## src/rtl/dcache_port_ctrl.sv

```systemverilog
// rtl/dcache_port_ctrl.sv - D$ port controller: one-entry load register with tag tracking, plus a store buffer FIFO.
module dcache_port_ctrl #(
  parameter int LQ_INDEX_WIDTH = 3,
  parameter int SB_DEPTH       = 4
) (
  input  logic                      CLK,
  input  logic                      RST,
  input  logic                      ld_req_valid,
  output logic                      ld_req_ready,
  input  logic [LQ_INDEX_WIDTH-1:0] ld_req_LQ_index,
  input  logic [13:0]               ld_req_addr,
  output logic                      dcache_read_req_valid,
  output logic [LQ_INDEX_WIDTH-1:0] dcache_read_req_LQ_index,
  output logic [13:0]               dcache_read_req_addr,
  input  logic                      dcache_read_req_blocked,
  input  logic                      dcache_read_resp_valid,
  input  logic [LQ_INDEX_WIDTH-1:0] dcache_read_resp_LQ_index,
  input  logic [31:0]               dcache_read_resp_data,
  output logic                      ld_resp_valid,
  output logic [LQ_INDEX_WIDTH-1:0] ld_resp_LQ_index,
  output logic [31:0]               ld_resp_data,
  input  logic                      st_req_valid,
  output logic                      st_req_ready,
  input  logic [13:0]               st_req_addr,
  input  logic [31:0]               st_req_data,
  output logic                      dcache_write_req_valid,
  output logic [13:0]               dcache_write_req_addr,
  output logic [31:0]               dcache_write_req_data,
  input  logic                      dcache_write_req_blocked,
  output logic                      sb_empty,
  output logic                      port_error
);

  localparam int LQ_N  = 1 << LQ_INDEX_WIDTH;
  localparam int PTR_W = (SB_DEPTH > 1) ? $clog2(SB_DEPTH) : 1;
  localparam int CNT_W = $clog2(SB_DEPTH + 1);
  localparam logic [CNT_W-1:0] SB_FULL = CNT_W'(SB_DEPTH);

  // Load path
  logic                      ld_occ;
  logic [LQ_INDEX_WIDTH-1:0] ld_tag;
  logic [13:0]               ld_addr;
  logic [LQ_N-1:0]           outstanding;
  logic [LQ_N-1:0]           outstanding_next;
  logic                      ld_drain;
  logic                      ld_accept;

  assign ld_drain  = ld_occ && !dcache_read_req_blocked;
  // A tag may not be re-issued while it is still in the register or awaiting data.
  assign ld_req_ready = (!ld_occ || ld_drain)
                      && !outstanding[ld_req_LQ_index]
                      && !(ld_occ && (ld_tag == ld_req_LQ_index));
  assign ld_accept = ld_req_valid && ld_req_ready;

  assign dcache_read_req_valid    = ld_occ;
  assign dcache_read_req_LQ_index = ld_tag;
  assign dcache_read_req_addr     = ld_addr;

  always_ff @(posedge CLK) begin
    if (RST) begin
      ld_occ  <= 1'b0;
      ld_tag  <= '0;
      ld_addr <= '0;
    end else if (ld_accept) begin
      ld_occ  <= 1'b1;
      ld_tag  <= ld_req_LQ_index;
      ld_addr <= ld_req_addr;
    end else if (ld_drain) begin
      ld_occ  <= 1'b0;
    end
  end

  always_comb begin
    outstanding_next = outstanding;
    if (dcache_read_resp_valid) outstanding_next[dcache_read_resp_LQ_index] = 1'b0;
    if (ld_drain)               outstanding_next[ld_tag] = 1'b1;
  end

  always_ff @(posedge CLK) begin
    if (RST) begin
      outstanding      <= '0;
      ld_resp_valid    <= 1'b0;
      ld_resp_LQ_index <= '0;
      ld_resp_data     <= '0;
      port_error       <= 1'b0;
    end else begin
      outstanding      <= outstanding_next;
      ld_resp_valid    <= dcache_read_resp_valid;
      ld_resp_LQ_index <= dcache_read_resp_LQ_index;
      ld_resp_data     <= dcache_read_resp_data;
      if (dcache_read_resp_valid && !outstanding[dcache_read_resp_LQ_index])
        port_error <= 1'b1;
    end
  end

  // Store buffer; pointers wrap naturally since SB_DEPTH is a power of 2
  logic [13:0]      sb_addr [SB_DEPTH];
  logic [31:0]      sb_data [SB_DEPTH];
  logic [PTR_W-1:0] sb_wr_ptr;
  logic [PTR_W-1:0] sb_rd_ptr;
  logic [CNT_W-1:0] sb_count;
  logic             sb_push;
  logic             sb_pop;

  assign st_req_ready           = sb_count < SB_FULL;
  assign sb_push                = st_req_valid && st_req_ready;
  assign dcache_write_req_valid = sb_count != '0;
  assign sb_pop                 = dcache_write_req_valid && !dcache_write_req_blocked;
  assign dcache_write_req_addr  = sb_addr[sb_rd_ptr];
  assign dcache_write_req_data  = sb_data[sb_rd_ptr];
  assign sb_empty               = sb_count == '0;

  always_ff @(posedge CLK) begin
    if (sb_push) begin
      sb_addr[sb_wr_ptr] <= st_req_addr;
      sb_data[sb_wr_ptr] <= st_req_data;
    end
  end

  always_ff @(posedge CLK) begin
    if (RST) begin
      sb_wr_ptr <= '0;
      sb_rd_ptr <= '0;
      sb_count  <= '0;
    end else begin
      if (sb_push) sb_wr_ptr <= sb_wr_ptr + PTR_W'(1);
      if (sb_pop)  sb_rd_ptr <= sb_rd_ptr + PTR_W'(1);
      case ({sb_push, sb_pop})
        2'b10:   sb_count <= sb_count + CNT_W'(1);
        2'b01:   sb_count <= sb_count - CNT_W'(1);
        default: sb_count <= sb_count;
      endcase
    end
  end

endmodule

```

## config.mk

```make
export PLATFORM = sky130hd
export DESIGN_NAME = dcache_port_ctrl
export DESIGN_NICKNAME = d
export VERILOG_FILES = /design/src/rtl/dcache_port_ctrl.sv
export SDC_FILE = /design/constraint.sdc
export NUM_CORES = 1
export LEC_CHECK = 0
export ABC_AREA = 1
export BUFFER_PORTS_ARGS = -buffer_cell sky130_fd_sc_hd__buf_2
export CAP_MARGIN = 20
export CORE_MARGIN = 4
export CORE_UTILIZATION = 49
export CTS_CLUSTER_SIZE = 10
export DETAILED_ROUTE_END_ITERATION = 12
export GPL_ROUTABILITY_DRIVEN = 0
export PLACE_DENSITY = 0.75
export SYNTH_ARGS = -nofsm -noshare
export SYNTH_HDL_FRONTEND = slang
export SYNTH_SLANG_ARGS = --single-unit
export TNS_END_PERCENT = 10
```

## constraint.sdc

```tcl
create_clock -name CLK -period 3 [get_ports CLK]
set_input_delay 0.3 -clock CLK [delete_from_list [all_inputs] [get_ports CLK]]
set_output_delay 0.3 -clock CLK [all_outputs]
set_load 0.01 [all_outputs]
```

==> run metrics <==
fill count=1486; number of flops mapped to enable cells by yosys=184; Iter 0 DRT Violations=363; final hold vios=0; share of layout cells above drive strength 1=24.3%; Hold Crit Endpoint=sb_addr[3][2]; syn_area_per_cell=11.6 um2; final setup vio count=0; max cap viols=0; CTS tree=built; IR Drop Worst-Case VDD=0.000456 V; Syn Inst Count=828; first-pass GRT wire length=36800 um; Top delay family on crit path=buffers and inverters; crit path buf inv count=2; vias per cell=5.11; Post-Syn Nets=939; fin util=63.7%; CTS H-Tree Depth=1; vias in the first global route=7269; Placement Setup Slack=0.928 ns; setup repair bufs after CTS=0; startpoint of the worst register-to-register path=sb_count[2]; Synth area leaders=edfxtp_1 57%, dfxtp_1 15%, nor2_1 6.4%, o21ai_0 5.7%, inv_1 3.2%; CP Cell Sequence=buf_4 -> o21ai_0 -> o22ai_1 -> buf_2; slowest cell delay on critical path=0.67 ns; Max clock buf depth=3; row count=51; Final Skew=0.0177 ns; post-route minimum period=2.53 ns; CP Data Required Time=2.70 ns; clk_lat worst skew=0.53 ns; ys async rst share=0%; Synth cell types=25; leakage=5.02 nW; Final nets=1209; worst flop-to-flop path endpoint=sb_count[2]; Fmax=395 MHz; Sink Count=256; DRC viols=0; r2r worst-path depth=9; # IOs=210; Power Total=9.34 mW; RSZ-0062 raised after global routing=no; slowest cell on the critical path=buf_4; Die ar.=0.0220 mm2; number of synthesized register bits=256; crit path max fanout=92; CP Launch Type=register; CP arrival=2.23 ns; Synth warnings=0; Synth top area share=57.3%; drt pass-1 iters=5; status=complete, no violations; total congestion overflow=0; power density over the cells=756 mW/mm2; antenna violations before repair=1; Chip Height=148 um; Root Buffer=clkbuf_16; Levels on crit path=4; core area=0.0194 mm2; Clk pin slew, worst setup/hold paths=0.05 ns; Netlist Area Pre-Place=0.00965 mm2; final worst slack=0.469 ns; Die Wd=148 um; R2R Setup Slk=0.93 ns; initial core utilization=49.7%; path type of the worst setup path=register to primary output; total negative slack=0 ns; DR WL/cell=16.4 um; largest net degree at the start of global routing=93; CP Capture Type=primary output; DRT antenna net count=0; Slew HR=42.2%; Buffers on Ports=209; hold path cells=1; worst min path class=primary input to register; total CTS buffers=29; Synth Flop Type=edfxtp_1; via count=7067; detailed placer's ending HPWL=13600 um; area leader, netlist=edfxtp_1; final wirelength=22800 um; Final Hold Slack=0.0233 ns; slew at the pin closest to its max-slew limit=0.867 ns; Area Growth Syn to Fin=28.0%; GRT Util Overall=20.5%; hold path start=st_req_addr[2]; period utilization=84.4%; Max Slew Vio Count=0; post-synthesis sequential area ratio=72.2%
-- Yosys cell counts, drive strengths merged, types with 5 or more instances --
| cell type | count |
|---|---|
| a21oi | 37 |
| dfxtp | 72 |
| o22ai | 46 |
| nand2 | 46 |
| buf | 15 |
| nand4 | 8 |
| clkbuf | 30 |
| inv | 83 |
| nor2 | 167 |
| o21ai | 111 |
| nand3 | 22 |
| ha | 5 |
| edfxtp | 184 |
-- logic make-up after synthesis --
logic type | synth area share, %
AO/OA/AOI/OAI | 10.9
adder cells (fa/ha/maj) | 0.856
buffers and inverters | 5.67
flip-flops | 72.2
AND/OR/NAND/NOR | 10.4
-- stage by stage --
| stage | std cells | cell area, um2 |
|---|---|---|
| floorplan | 828 | 9650 |
| global placement | 1268 | 10900 |
| detailed placement | 1268 | 10900 |
| CTS | 1382 | 12300 |
| global route | 1383 | 12400 |
| finish | 1383 | 12400 |
-- sequential cells by signal (all words and copies together) (netlist names), 2 cells and up, named ones only --
signal and flops:
sb_data 128, sb_addr 56, ld_resp_data 32, dcache_read_req_addr 14
outstanding 8, dcache_read_req_LQ_index 3, ld_resp_LQ_index 3, sb_count 3
sb_rd_ptr 2, sb_wr_ptr 2
-- timing repair --
action	4_1_cts	5_1_grt
hold endpoints to repair	162	0
gates resized for setup	0	0
hold buffers	64	0
-- worst register-to-register path, cell delays in order (launching register included) --
cell,delay [ns]
dfxtp_1,0.33
inv_1,0.07
nand2_1,0.39
ha_1,0.24
inv_1,0.07
fa_1,0.39
a21oi_1,0.14
o21ai_0,0.11
o21ai_0,0.16
a21oi_1,0.06
-- worst max-delay path by stage --
stage                       from                         to  slack, ns
floorplan            sb_count[2]              sb_addr[0][0]     -0.009
global placement    st_req_valid                sb_count[2]       0.94
detailed placement  st_req_valid                sb_count[2]       0.93
CTS                     register  dcache_write_req_data[10]       0.45
global route            register  dcache_write_req_data[10]       0.31
finish                  register   dcache_write_req_data[9]       0.47
-- metal layers --
metal / track usage (%) / routed length, um
met5: 0 / 0
met4: 4.43 / 346
met3: 5.33 / 1990
met2: 35.4 / 11100
met1: 26.3 / 9290
-- layout by cell type, fill, tap and decap left out, drive strengths merged --
| cell | instances |
|---|---|
| a21oi | 37 |
| buf | 220 |
| clkbuf | 50 |
| dfxtp | 72 |
| diode | 1 |
| dlygate4sd3 | 64 |
| edfxtp | 184 |
| fa | 1 |
| ha | 5 |
| inv | 83 |
| nand2 | 46 |
| nand3 | 22 |
| nand4 | 8 |
| nor2 | 167 |
| nor3 | 1 |
| o21ai | 111 |
| o22ai | 46 |
-- layout make-up --
type	count	area [um2]	share of cell area, %
Antenna cell	1	2.50	0.0203
Clock buffer	50	805	6.51
Inverter	83	312	2.52
Multi-Input combinational cell	444	2160	17.5
Sequential cell	256	6970	56.4
Tap cell	265	332	2.68
Timing Repair Buffer	284	1770	14.3
-- where the power goes --
group          switching [mW]  leakage, nW  internal [mW]
Clock                    1.23        0.382           1.79
Sequential              0.104         2.28           4.17
Combinational            1.34         2.36          0.705
Total                    2.68         5.02           6.66
Note: power is estimated with default switching activity, not from simulation.
